File: src/rtl/sr_latch_bank_sequencer.sv
`default_nettype none
// ============================================================================
// Module  : sr_latch_bank_sequencer
// Desc    : Round-robin write sequencer for a shared bank of NAND SR latches.
//           Drives timed active-low set/reset pulses; s_n=r_n=0 is never driven.
// Options : SR_SEQ_READBACK_VERIFY_EN - read back latch_q after recovery, one retry
// Rev     : 1.0  initial release
// ============================================================================

module sr_latch_bank_sequencer #(
    parameter int N_CELLS        = 8,
    parameter int ADDR_W         = 3,
    parameter int PULSE_CYCLES   = 2,
    parameter int RECOVER_CYCLES = 1
) (
    input  logic               clk,
    input  logic               rst,
    input  logic               req0_valid,
    output logic               req0_ready,
    input  logic [ADDR_W-1:0]  req0_addr,
    input  logic               req0_data,
    input  logic               req1_valid,
    output logic               req1_ready,
    input  logic [ADDR_W-1:0]  req1_addr,
    input  logic               req1_data,
    output logic [N_CELLS-1:0] latch_s_n,
    output logic [N_CELLS-1:0] latch_r_n,
    input  logic [N_CELLS-1:0] latch_q,
    output logic               busy,
    output logic               done,
    output logic               done_id,
    output logic               err
);

    localparam int c_cnt_max = (PULSE_CYCLES > RECOVER_CYCLES) ? PULSE_CYCLES : RECOVER_CYCLES;
    localparam int c_cnt_w   = (c_cnt_max > 1) ? $clog2(c_cnt_max) : 1;
    localparam logic [c_cnt_w-1:0] c_pulse_last = c_cnt_w'(PULSE_CYCLES - 1);
    localparam logic [c_cnt_w-1:0] c_recov_last = c_cnt_w'(RECOVER_CYCLES - 1);
    localparam logic [c_cnt_w-1:0] c_cnt_one    = c_cnt_w'(1);

    typedef enum logic [1:0] {
        ST_IDLE    = 2'd0,
        ST_PULSE   = 2'd1,
        ST_RECOVER = 2'd2
    } state_t;

    state_t             r_state, w_state_nxt;
    logic [c_cnt_w-1:0] r_cnt, w_cnt_nxt;
    logic [ADDR_W-1:0]  r_addr, w_addr_nxt;
    logic               r_data, w_data_nxt;
    logic               r_id, w_id_nxt;
    logic               r_ptr, w_ptr_nxt;
    logic               r_oor, w_oor_nxt;
    logic               r_retry, w_retry_nxt;
    logic [N_CELLS-1:0] r_s_n, w_s_n_nxt;
    logic [N_CELLS-1:0] r_r_n, w_r_n_nxt;
    logic               r_busy, w_busy_nxt;
    logic               r_done, w_done_nxt;
    logic               r_done_id, w_done_id_nxt;
    logic               r_err, w_err_nxt;

    logic               w_idle;
    logic               w_gnt0;
    logic               w_gnt1;
    logic               w_accept;
    logic [ADDR_W-1:0]  w_sel_addr;
    logic               w_sel_data;
    logic               w_sel_in_range;
    logic [N_CELLS-1:0] w_sel_mask;
    logic [N_CELLS-1:0] w_cap_mask;
    logic               w_rb_bad;

    // One-hot cell select; an out-of-range address selects nothing.
    function automatic logic [N_CELLS-1:0] f_cell_mask(input logic [ADDR_W-1:0] addr);
        logic [N_CELLS-1:0] m;
        m = '0;
        for (int i = 0; i < N_CELLS; i++) begin
            if (32'(addr) == i) m[i] = 1'b1;
        end
        return m;
    endfunction

    assign w_idle         = (r_state == ST_IDLE);
    assign w_gnt0         = w_idle & req0_valid & (~req1_valid | ~r_ptr);
    assign w_gnt1         = w_idle & req1_valid & (~req0_valid |  r_ptr);
    assign w_accept       = w_gnt0 | w_gnt1;
    assign w_sel_addr     = w_gnt1 ? req1_addr : req0_addr;
    assign w_sel_data     = w_gnt1 ? req1_data : req0_data;
    assign w_sel_in_range = (32'(w_sel_addr) < 32'(N_CELLS));
    assign w_sel_mask     = f_cell_mask(w_sel_addr);
    assign w_cap_mask     = f_cell_mask(r_addr);

`ifdef SR_SEQ_READBACK_VERIFY_EN
    assign w_rb_bad = ~r_oor & ((|(latch_q & w_cap_mask)) != r_data);
`else
    logic w_unused_q;
    assign w_unused_q = ^latch_q;
    assign w_rb_bad   = 1'b0;
`endif

    always_comb begin
        w_state_nxt   = r_state;
        w_cnt_nxt     = r_cnt;
        w_addr_nxt    = r_addr;
        w_data_nxt    = r_data;
        w_id_nxt      = r_id;
        w_ptr_nxt     = r_ptr;
        w_oor_nxt     = r_oor;
        w_retry_nxt   = r_retry;
        w_s_n_nxt     = '1;
        w_r_n_nxt     = '1;
        w_done_nxt    = 1'b0;
        w_done_id_nxt = r_done_id;
        w_err_nxt     = 1'b0;

        case (r_state)
            ST_IDLE: begin
                if (w_accept) begin
                    w_state_nxt = ST_PULSE;
                    w_cnt_nxt   = '0;
                    w_addr_nxt  = w_sel_addr;
                    w_data_nxt  = w_sel_data;
                    w_id_nxt    = w_gnt1;
                    w_oor_nxt   = ~w_sel_in_range;
                    w_retry_nxt = 1'b0;
                    if (req0_valid & req1_valid) w_ptr_nxt = ~r_ptr;
                    // Only one of the two vectors ever carries the low bit.
                    w_s_n_nxt   = w_sel_data ? ~w_sel_mask : '1;
                    w_r_n_nxt   = w_sel_data ? '1 : ~w_sel_mask;
                end
            end
            ST_PULSE: begin
                if (r_cnt == c_pulse_last) begin
                    w_state_nxt = ST_RECOVER;
                    w_cnt_nxt   = '0;
                end else begin
                    w_cnt_nxt = r_cnt + c_cnt_one;
                    w_s_n_nxt = r_s_n;
                    w_r_n_nxt = r_r_n;
                end
            end
            ST_RECOVER: begin
                if (r_cnt != c_recov_last) begin
                    w_cnt_nxt = r_cnt + c_cnt_one;
                end else if (w_rb_bad & ~r_retry) begin
                    w_state_nxt = ST_PULSE;
                    w_cnt_nxt   = '0;
                    w_retry_nxt = 1'b1;
                    w_s_n_nxt   = r_data ? ~w_cap_mask : '1;
                    w_r_n_nxt   = r_data ? '1 : ~w_cap_mask;
                end else begin
                    w_state_nxt   = ST_IDLE;
                    w_done_nxt    = 1'b1;
                    w_done_id_nxt = r_id;
                    w_err_nxt     = r_oor | w_rb_bad;
                end
            end
            default: begin
                w_state_nxt = ST_IDLE;
            end
        endcase

        w_busy_nxt = (w_state_nxt != ST_IDLE);
    end

    always_ff @(posedge clk or posedge rst) begin
        if (rst) begin
            r_state   <= ST_IDLE;
            r_cnt     <= '0;
            r_addr    <= '0;
            r_data    <= 1'b0;
            r_id      <= 1'b0;
            r_ptr     <= 1'b0;
            r_oor     <= 1'b0;
            r_retry   <= 1'b0;
            r_s_n     <= '1;
            r_r_n     <= '1;
            r_busy    <= 1'b0;
            r_done    <= 1'b0;
            r_done_id <= 1'b0;
            r_err     <= 1'b0;
        end else begin
            r_state   <= w_state_nxt;
            r_cnt     <= w_cnt_nxt;
            r_addr    <= w_addr_nxt;
            r_data    <= w_data_nxt;
            r_id      <= w_id_nxt;
            r_ptr     <= w_ptr_nxt;
            r_oor     <= w_oor_nxt;
            r_retry   <= w_retry_nxt;
            r_s_n     <= w_s_n_nxt;
            r_r_n     <= w_r_n_nxt;
            r_busy    <= w_busy_nxt;
            r_done    <= w_done_nxt;
            r_done_id <= w_done_id_nxt;
            r_err     <= w_err_nxt;
        end
    end

    assign req0_ready = w_gnt0;
    assign req1_ready = w_gnt1;
    assign latch_s_n  = r_s_n;
    assign latch_r_n  = r_r_n;
    assign busy       = r_busy;
    assign done       = r_done;
    assign done_id    = r_done_id;
    assign err        = r_err;

endmodule

`default_nettype wire

File: config.mk
export PLATFORM = sky130hd
export DESIGN_NAME = sr_latch_bank_sequencer
export DESIGN_NICKNAME = d
export VERILOG_FILES = /design/src/rtl/sr_latch_bank_sequencer.sv
export SDC_FILE = /design/constraint.sdc
export NUM_CORES = 1
export LEC_CHECK = 0
export BUFFER_PORTS_ARGS = -buffer_cell sky130_fd_sc_hd__buf_4
export CORE_ASPECT_RATIO = 1.1
export CORE_UTILIZATION = 46
export CTS_CLUSTER_DIAMETER = 200
export DETAILED_ROUTE_END_ITERATION = 10
export HOLD_SLACK_MARGIN = 0.1
export PLACE_DENSITY_LB_ADDON = 0.3
export SYNTH_ARGS = -nofsm -noshare
export SYNTH_HDL_FRONTEND = slang
export SYNTH_SLANG_ARGS = --single-unit
export TNS_END_PERCENT = 1
File: constraint.sdc
create_clock -name clk -period 1.8 [get_ports clk]
set_clock_uncertainty 0.1 [all_clocks]
set_input_delay 0.09 -clock clk [delete_from_list [all_inputs] [get_ports clk]]
set_output_delay 0.09 -clock clk [all_outputs]
set_load 0.02 [all_outputs]
# [Yosys cells after proc, flatten, opt, wreduce, memory -nomap -nowiden]
# Index checks and enable logic that the tools add are counted.
[word_totals] elab_cells=69 inputBits=20 out_inout_bits=22 reg_bits=24
[classes] n_eq_ne=11 reduce_logical=8 bitwise=13 n_addsub=1 muxes=27
[ops] cell="$mux 8" n=5
[ops] cell="$pmux 8 s2" n=2
[ops] cell="$mux 1" n=14
[ops] cell="$eq 3x3->1 const B" n=4
[ops] cell="$not 8->8" n=1
[ops] cell="$eq 3x2->1 const B" n=2
[ops] cell="$mux 2" n=3
[ops] cell="$pmux 2 s3" n=1
[ops] cell="$reduce_and 2->1" n=3
[ops] cell="$and 1x1->1" n=5
[ops] cell="$not 1->1" n=4
[ops] cell="$eq 3x1->1 const B" n=1
[ops] cell="$logic_not 3->1" n=1
[ops] cell="$mux 3" n=1
[ops] cell="$or 1x1->1" n=3
[ops] cell="$pmux 1 s3" n=1
[ops] cell="$reduce_and 3->1" n=1
[ops] cell="$reduce_bool 3->1" n=1
[ops] cell="$eq 2x1->1 const B" n=1
[ops] cell="$eq 2x2->1 const B" n=1
[ops] cell="$logic_not 2->1" n=1
[ops] cell="$ne 2x1->1 const B" n=1
[ops] cell="$ne 2x2->1 const B" n=1
[ops] cell="$reduce_bool 2->1" n=1
[ops] cell="$add 1x1->1 const B" n=1

# [Logic depth before layout (Yosys ltp)]
# Gate-level depths: netlist (run 1).
[logic_depth] word_depth=10 ltp_mapped=6 ltp_nobuf=3

# [Worst setup path after synthesis (run 1)]
# Ideal clock, no wire load.
[synth_timing] path_kind="register to register" from="register r_state[0]" to="register r_r_n[0], in the netlist latch_r_n[0]" synth_period_minus_slack_ps=1747 t_arrival_ps=1566 slack_ps=53 setup_ps=81 stages_incl_launch_ff=6 required_ps=1619 n_path_buf=2 path_cell_list="dfrtp_1 > buf_6 > or2_4 > buf_6 > or4_1 > o221a_1"
[synth_via] elab_chain_len=10 elab_cells_between_ends=16 classes_between="eq/ne (2); mux (6); bitwise (6); reduce/logical (2)"
[synth_rtl] item="start: declaration" line="47" rtl="state_t r_state, w_state_nxt;"
[synth_rtl] item="start signal: assignment" line="183" rtl="r_state <= w_state_nxt;"
[synth_rtl] item="$logic_not 2->1" line="83, 116"
[synth_rtl] item="$and 1x1->1 (2 in a row)" line="85" rtl="assign w_gnt1 = w_idle & req1_valid & (~req0_valid | r_ptr);"
[synth_rtl] item="$mux 3" line="87" rtl="assign w_sel_addr = w_gnt1 ? req1_addr : req0_addr;"
[synth_rtl] item="$logic_not 3->1" line="78" rtl="if (32'(addr) == i) m[i] = 1'b1;"
[synth_rtl] item="$mux 1" line="78"
[synth_rtl] item="$not 8->8" line="129" rtl="w_r_n_nxt = w_sel_data ? '1 : ~w_sel_mask;"
[synth_rtl] item="$mux 8" line="129"
[synth_rtl] item="$mux 8" line="118" rtl="if (w_accept) begin"
[synth_rtl] item="$pmux 8 s2" line="116" rtl="case (r_state)"
[synth_rtl] item="end signal: assignment" line="192" rtl="r_r_n <= w_r_n_nxt;"
[synth_rtl] item="end: declaration" line="56" rtl="logic [N_CELLS-1:0] r_r_n, w_r_n_nxt;"
# Parallel ways exist; a longest one is shown, timed or not.
# A chain may end at the register's enable or synchronous reset.

# [Worst setup path after layout (run 1)]
[layout_timing] from="register r_state[1]" to="register r_r_n[1], in the netlist latch_r_n[1]"
[layout_via] elab_chain_len=10 elab_cells_between_ends=16 classes_between="eq/ne (3); mux (6); bitwise (6); reduce/logical (1)"
[layout_rtl] item="$logic_not 2->1" line="83, 116"
[layout_rtl] item="$and 1x1->1 (2 in a row)" line="85"
[layout_rtl] item="$mux 3" line="87"
[layout_rtl] item="$eq 3x1->1" line="78"
[layout_rtl] item="$mux 1" line="78"
[layout_rtl] item="$not 8->8" line="129"
[layout_rtl] item="$mux 8" line="129"
[layout_rtl] item="$mux 8" line="118"
[layout_rtl] item="$pmux 8 s2" line="116"
# Parallel ways exist; a longest one is shown, timed or not.

==> results of run 1 <==
==> cell usage in the layout, fill, tap and decap left out, types with 3 or more instances in the layout <==
cell type and instances:
nand4_1 16, nor4b_1 4, nand2_1 3, inv_1 3, o221a_1 11, buf_4 39
nor4bb_1 6, dfrtp_1 8, dfstp_2 16, clkbuf_4 3, o311a_1 4, or4_1 12
or2_2 7, nand2b_1 4, and4b_1 4, dlygate4sd3_1 5
==> metal layers <==
layer	global-route usage	vias up	wire length (µm)
met2	0.3339	42	1753
met5	0	-	0
met1	0.2859	627	1532
met4	0.1036	0	66
met3	0.02941	7	134
li1	-	621	-
==> metrics by stage <==
| stage | utilization | cells | total power, mW | setup TNS, ns |
|---|---|---|---|---|
| floorplan | - | 139 | 1.363 | 0 |
| CTS | 0.6004 | 203 | 2.028 | -0.008354 |
| finish | 0.6083 | 205 | 2.078 | 0 |
| global route | 0.6083 | 205 | 2.200 | -0.01126 |
| detailed placement | 0.5636 | 194 | 1.622 | 0 |
| global placement | 0.5636 | 194 | 1.590 | 0 |
==> repair_timing <==
action                                  CTS  global route
pin swaps                                 0             1
hold buffers                              5             0
hold endpoints to repair                 15             0
resized for setup                         3             2
setup buffers                             0             2
endpoints found under the setup margin    2             3
==> cell type report <==
cell class / instances / share of cell area
flip-flops and latches: 24 / 0.3376
clock inverters: 1 / 0.01634
multi-input cells: 94 / 0.4057
clock buffers: 3 / 0.01225
well taps: 34 / 0.02315
inverters: 3 / 0.006127
repair buffers: 46 / 0.1988
==> final timing paths <==
path,end,slack (ns),depth (start not counted)
worst min-delay path,latch_s_n[3],0.1,3
worst max register to register,latch_r_n[1],0.03,3
worst max-delay path,latch_r_n[1],0.03,3
max in group asynchronous,latch_s_n[4],0.66,4
worst min register to register,r_ptr,0.41,1
min in group asynchronous,r_id,0.30,3
==> registers in the layout (all words and copies together) (netlist names) <==
signal,count
r_id,1
r_ptr,1
latch_s_n,8
r_cnt,1
latch_r_n,8
done_id,1
busy,1
r_state,2
done,1
==> worst min-delay path, delay by kind of cell <==
family,cells,cell delay (ns)
buffers and inverters,1,0.21
AO/OA/AOI/OAI,1,0.12
AND/OR/NAND/NOR,1,0.10
==> cell families after synthesis <==
kind of cell | Yosys count | synth area share
simple gates | 70 | 0.3451
flops | 24 | 0.4257
buf+inv | 21 | 0.06952
compound gates | 20 | 0.1373
xor+xnor | 2 | 0.01202
mux | 1 | 0.007725
other cells | 1 | 0.002573
==> power breakdown <==
group | total [mW] | switching [mW] | internal [mW]
logic | 0.932 | 0.534 | 0.398
clock network | 0.388 | 0.163 | 0.225
registers | 0.758 | 0.0778 | 0.681
==> results_dict.tcl, run 1 <==
set metrics [dict create \
    run_status "completed" \
    worstHoldStart "req1_valid" \
    grt_pass1_wl_um 5451 \
    drive_gt1_frac 0.4327 \
    coreArea_um2 3022 \
    slew_headroom 0.5640 \
    synth_top_area_cell "dfstp_2" \
    fp.dieW_um 55.67 \
    routed_wl_um 3487 \
    synthArstFlopShare 1.000 \
    ys.flop_type "dfstp_2" \
    hold_path_class "primary input to register" \
    slowest_delay_ns 0.52 \
    pre_cts_slack_ns 0.06361 \
    hpwl_um 2467 \
    vias 1297 \
    yosys.area.top_type_share 0.2884 \
    vdd_ir_drop_max_v 0.0009676 \
    clock-sinks 24 \
    cts_root_buf "clkbuf_4" \
    grt_usage 0.2094 \
    area_delta_synth_final_pct 26.09 \
    whs_ns 0.09600 \
    leakage_nw 0.7036 \
    syn_nets 159 \
    yosys-top-cells-area "dfstp_2 (29%), dfrtp_1 (14%), o221a_1 (8.5%)" \
    required_ns 1.96 \
    synth.top_cells.by_count "dfstp_2 (16), nand4_1 (16), clkbuf_1 (12), or4_1 (12), o221a_1 (11)" \
    antenna_cells 0 \
    start_util 0.4824 \
    syn_avg_cell_area_um2 10.49 \
    fin_area_um2 1838 \
    synth_warnings 0 \
    netlist_instances 139 \
    ys_seq_area_frac 0.4258 \
    antenna_found_initial 0 \
    portBuffers 32 \
    finalHoldViolCount 0 \
    drtPass1Iterations 4 \
    fin_ws_ns 0.02638 \
    grt_overflow 0 \
    finalCritPeriodShare 0.9853 \
    drv_slew 0 \
    numCtsBuffers 3 \
    ys_seq_elements 24 \
    clockBufferDepth 2 \
    clkTransAtPathRegs_ns 0.13 \
    path_cells "or2_4 -> or4b_4 -> o311a_1" \
    grt_max_degree 23 \
    place_area_um2 1703 \
    die_area_um2 3398 \
    crit_fanout 13 \
    r2r-start "r_state[1]" \
    seqCellArea_um2 620.6 \
    end_kind "register" \
    insertion_delay_ns 0.32 \
    routedWlPerCell_um 17.01 \
    cap_violations 0 \
    syn_area_um2 1458 \
    via_per_inst 6.327 \
    worstSetupPathType "register to register" \
    ys_types 36 \
    cts_tree "done" \
    critical_path.slowest_cell "or4b_4" \
    globalplace.congestion 0.7905 \
    nets 192 \
    worst_slew_pin_slew_ns 0.6533 \
    rows 21 \
    rsz0062_at_grt "yes" \
    drc 0 \
    setup-violations-final 0 \
    drtIter0Drc 52 \
    fmax_mhz 563.8 \
    grt_pass1_vias 1138 \
    setup.worst_path.start "r_state[1]" \
    multi_input_area_um2 745.7 \
    crit_family "simple AND/OR/NAND/NOR gates" \
    power_density_nw_per_um2 1131 \
    synth_edf_count 0 \
    ctsHtreeMaxLevel 1 \
    num-fill-cells 253 \
    fp.dieH_um 61.04 \
    cp-start-kind "register" \
    ant_nets 0 \
    cp_num_buf_inv 0 \
    period_needed_ns 1.774 \
    critPathArrivalTime_ns 1.93 \
    ios 42 \
]
No activity file was read; power rests on OpenSTA's default activity.
==> run 2: changes to the inputs <==
--- a/config.mk
+++ b/config.mk
@@ -7,7 +7,7 @@
 export LEC_CHECK = 0
 export BUFFER_PORTS_ARGS = -buffer_cell sky130_fd_sc_hd__buf_4
 export CORE_ASPECT_RATIO = 1.1
-export CORE_UTILIZATION = 46
+export CORE_UTILIZATION = 50
 export CTS_CLUSTER_DIAMETER = 200
 export DETAILED_ROUTE_END_ITERATION = 10
 export HOLD_SLACK_MARGIN = 0.1
==> constraint.sdc (replaced) <==
create_clock -name clk -period 2.1 [get_ports clk]
set_clock_uncertainty 0.1 [all_clocks]
set_input_delay 0.42 -clock clk [delete_from_list [all_inputs] [get_ports clk]]
set_output_delay 0.42 -clock clk [all_outputs]
set_load 0.02 [all_outputs]
==> run 2 against run 1 <==
Clock-buffer cell count unchanged. Cell count down 4.4%. Non-clock buffer count down 8. Combinational power down 27%. Power down 18%. Via count down 0.62%. Clock power down 11%. Sequential share of layout area up 1.7 points. Critical path depth unchanged. Die area down 7.7%.
==> results_dict.tcl, run 2 (synthesized netlist as in run 1, its figures left out) <==
set metrics [dict create \
    worst_slew_pin_slew_ns 0.6549 \
    globalplace.congestion 0.7742 \
    fin_cells 196 \
    crit_fanout 9 \
    clockBufferDepth 2 \
    rsz0062_at_grt "no" \
    grt_usage 0.2523 \
    finalHoldViolCount 0 \
    worstSetupPathType "register to primary output" \
    power_mw 1.703 \
    clkPwrFrac 0.203 \
    r2r_cells 3 \
    via_per_inst 6.577 \
    portBuffers 32 \
    whs_ns 0.3537 \
    fp.dieH_um 58.63 \
    internal_power_mw 1.043 \
    numCtsBuffers 3 \
    insertion_delay_ns 0.33 \
    grt_pass1_vias 1277 \
    whs_endpoint "r_ptr" \
    drv_slew 0 \
    ant_nets 0 \
    cap_violations 0 \
    leakage_nw 0.6669 \
    critical_path.slowest_cell "dfrtp_1" \
    cp-start-kind "register" \
    r2r-start "r_state[0]" \
    fp.dieW_um 53.48 \
    setup_tns_ns 0 \
    antenna_found_initial 0 \
    worstHoldStart "req0_valid" \
    finalCritPeriodShare 0.9204 \
    hold_depth 3 \
    rows 20 \
    hold_path_class "primary input to register" \
    drive_gt1_frac 0.4233 \
    place_area_um2 1687 \
    reg2reg_slack_ns 0.21 \
    start_util 0.5248 \
    fmax_mhz 517.4 \
    routed_wl_um 3542 \
    power_density_nw_per_um2 973.6 \
    routedWlPerCell_um 18.07 \
    pwr-share-comb 0.402 \
    vias 1289 \
    ctsHtreeMaxLevel 1 \
    cts_tree "done" \
    ios 42 \
    grt_pass1_wl_um 5796 \
    setup-violations-final 0 \
    place_inst 191 \
    r2r_end "latch_r_n[1]" \
    pre_cts_slack_ns 0.2394 \
    slew_headroom 0.5618 \
    grt_overflow 0 \
    drtIter0Drc 54 \
    switching_share 0.3874 \
    fin_ws_ns 0.1672 \
    clock-sinks 24 \
    p_seq_frac 0.395 \
    path_cells "nor2_2 -> and3_1 -> buf_4" \
    hpwl_um 2417 \
    end_kind "primary output" \
    run_status "completed" \
    drc 0 \
    area_delta_synth_final_pct 20.00 \
    num-fill-cells 231 \
    required_ns 1.58 \
    utilization 0.6297 \
    die_area_um2 3136 \
    layout_commonest_cell "buf_4" \
    drtPass1Iterations 4 \
    cts_root_buf "clkbuf_4" \
    slowest_delay_ns 0.51 \
    clkTransAtPathRegs_ns 0.15 \
    fin_area_um2 1749 \
    antenna_cells 0 \
    nets 184 \
    vdd_ir_drop_max_v 0.0008733 \
    coreArea_um2 2778 \
    period_needed_ns 1.933 \
    layout_common_cells "buf_4 (37), nand4_1 (16), dfstp_2 (16)" \
    switching_power_uw 659.7 \
    grt_max_degree 22 \
    critPathArrivalTime_ns 1.41 \
]
[run 2: cell types whose count changed in the layout (fill, tap and decap cells not counted), sizes merged]
cell	change
buf	-4
dlygate4sd3	-4
[run 2: what timing repair did]
item,4_1_cts,5_1_grt
setup buffers,0,0
endpoints found under the hold margin,8,0
hold buffers,1,0
resized for setup,0,0
[run 2: how the worst max path moves through the flow]
stage	startpoint	end	slack [ns]	depth (start not counted)
6_report	r_state[0]	req1_ready	0.17	3
5_1_grt	r_state[0]	req1_ready	0.09	3
4_1_cts	r_state[0]	req1_ready	0.16	3
3_5_place_dp	r_state[0]	latch_r_n[1]	0.24	3
3_3_place_gp	r_state[0]	latch_r_n[1]	0.28	3
2_1_floorplan	r_state[0]	req1_ready	0.28	5
[run 2: layout make-up]
type	count	area, µm²	area share
clock inverter	1	30.03	0.01717
multi-input combinational	94	735.7	0.4206
clock buffer	3	22.52	0.01288
tap	33	41.29	0.02361
inverter	3	11.26	0.006438
timing repair buffer	38	287.8	0.1645
sequential	24	620.6	0.3548
[run 2: power groups by stage]
stage          clock network, mW  logic (mW)  registers (mW)
5_1_grt                    0.370       0.744           0.686
3_5_place_dp                   0       0.673           0.681
2_1_floorplan                  0       0.464           0.704
6_report                   0.346       0.685           0.672
4_1_cts                    0.349       0.678           0.672
3_3_place_gp                   0       0.656           0.672
[run 2: critical path, delay by kind of cell, from the launching register on]
kind                   cells  cell delay, ns
flip-flops                 1            0.51
AND/OR/NAND/NOR            2            0.43
buffers and inverters      1            0.16
[run 2: metal layers]
layer  track usage  part of all wire
met1        0.3137              0.44
met2        0.4232              0.50
met3       0.03618             0.042
met5             0                 0
met4        0.1165             0.021
==> run 3: changes to the inputs <==
--- a/config.mk
+++ b/config.mk
@@ -12,6 +12,7 @@
 export DETAILED_ROUTE_END_ITERATION = 10
 export HOLD_SLACK_MARGIN = 0.1
 export PLACE_DENSITY_LB_ADDON = 0.3
+export RECOVER_POWER = 100
 export SYNTH_ARGS = -nofsm -noshare
 export SYNTH_HDL_FRONTEND = slang
 export SYNTH_SLANG_ARGS = --single-unit
==> run 3 against run 2 <==
Combinational power decreased by 5.3%. Global-route usage is the same. Final area shrank 2.6%. Non-clock buffer count stayed put. Critical path depth stayed put. Core utilization down 1.7 points. Die area unchanged. Sequential power down 1%. Highest routed layer unchanged. Worst setup slack worse by 0.015 ns.
==> results_dict.tcl, run 3 (synthesized netlist as in run 1, its figures left out) <==
set metrics [dict create \
    rsz0062_at_grt "no" \
    pwr-share-comb 0.391 \
    fp.dieH_um 58.63 \
    setup_tns_ns 0 \
    drv_slew 0 \
    worst_slew_pin_slew_ns 0.6467 \
    cap_violations 0 \
    cts_tree "done" \
    period_needed_ns 1.948 \
    leakage_nw 0.6170 \
    globalplace.congestion 0.7742 \
    hold_buffers 1 \
    nets 184 \
    grt_max_degree 22 \
    via_per_inst 6.628 \
    p_seq_frac 0.400 \
    critPathArrivalTime_ns 1.43 \
    numCtsBuffers 3 \
    switching_power_uw 659.5 \
    slew_headroom 0.5684 \
    layout_common_cells "buf_4 (24), nand4_1 (16), or4_1 (12)" \
    end_kind "primary output" \
    drtIter0Drc 43 \
    pre_cts_slack_ns 0.2394 \
    finalHoldViolCount 0 \
    routed_wl_um 3567 \
    hold_depth 3 \
    clkTransAtPathRegs_ns 0.15 \
    run_status "completed" \
    ctsHtreeMaxLevel 1 \
    layout_commonest_cell "buf_4" \
    post_cts_resize_count 0 \
    start_util 0.5248 \
    grt_pass1_wl_um 5796 \
    finalCritPeriodShare 0.9276 \
    drc 0 \
    utilization 0.6131 \
    worstSetupPathType "register to primary output" \
    cp-start-kind "register" \
    vias 1299 \
    grt_usage 0.2523 \
    grt_overflow 0 \
    setup-violations-final 0 \
    internal_power_uw 999.6 \
    drive_gt1_frac 0.2945 \
    clkPwrFrac 0.209 \
    die_area_um2 3136 \
    insertion_delay_ns 0.33 \
    clockBufferDepth 2 \
    antenna_cells 0 \
    portBuffers 32 \
    clock-sinks 24 \
    r2r_cells 3 \
    hpwl_um 2417 \
    hold_path_class "primary input to register" \
    cts_root_buf "clkbuf_4" \
    area_delta_synth_final_pct 16.82 \
    power_density_nw_per_um2 974.3 \
    power_mw 1.659 \
    grt_pass1_vias 1277 \
    fmax_mhz 513.4 \
    vdd_ir_drop_max_v 0.0008631 \
    crit_fanout 9 \
    ios 42 \
    coreArea_um2 2778 \
    drtPass1Iterations 4 \
    switching_share 0.3975 \
    required_ns 1.58 \
    num-fill-cells 252 \
    ant_nets 0 \
    routedWlPerCell_um 18.20 \
    postCtsSetupRepairBufs 0 \
    antenna_found_initial 0 \
    rows 20 \
    fp.dieW_um 53.48 \
    fin_ws_ns 0.1521 \
]
## run 3: layout make-up
cell class,count,area [µm²],area share
well taps,33,41.29,0.02425
flip-flops and latches,24,620.6,0.3644
multi-input cells,94,732.0,0.4298
clock inverters,1,30.03,0.01763
inverters,3,11.26,0.006613
clock buffers,3,22.52,0.01323
repair buffers,38,245.2,0.1440
## run 3: power groups by stage
stage               clock network, mW  registers (mW)  logic, mW
CTS                             0.349           0.672      0.678
global placement                    0           0.672      0.656
finish                          0.346           0.663      0.649
detailed placement                  0           0.681      0.673
floorplan                           0           0.704      0.464
global route                    0.369           0.679      0.705
## run 3: metrics by stage
stage               area (µm²)  cells  hold WS, ns
finish                    1703    196       0.3506
global route              1703    196       0.3531
CTS                       1749    196       0.3457
detailed placement        1687    191       0.3834
global placement          1687    191       0.3711
floorplan                 1458    139       0.3228
## run 3: per-layer routing
metal / vias to the layer above / routed length [µm] / global-route usage / part of all wire
met5: - / 0 / 0 / 0
met2: 57 / 1790 / 0.4232 / 0.50
met1: 631 / 1521 / 0.3137 / 0.43
met4: 0 / 74 / 0.1165 / 0.021
met3: 7 / 181 / 0.03618 / 0.051
li1: 604 / - / - / -
## run 3: final timing paths
path / from / end / slack, ns
setup / recovery: r_state[0] / req1_ready / 0.15
hold / removal: req0_valid / r_ptr / 0.35
setup reg to reg: r_state[0] / latch_r_n[1] / 0.17
hold reg to reg: r_ptr / r_ptr / 0.41
max in group asynchronous: rst / latch_s_n[0] / 0.45
min in group asynchronous: rst / r_id / 0.62
## run 3: critical path, cell delays in order, from the launching register on
cell and delay, ns:
dfrtp_1 0.50, nor2_2 0.20, and3_1 0.22, clkbuf_2 0.18
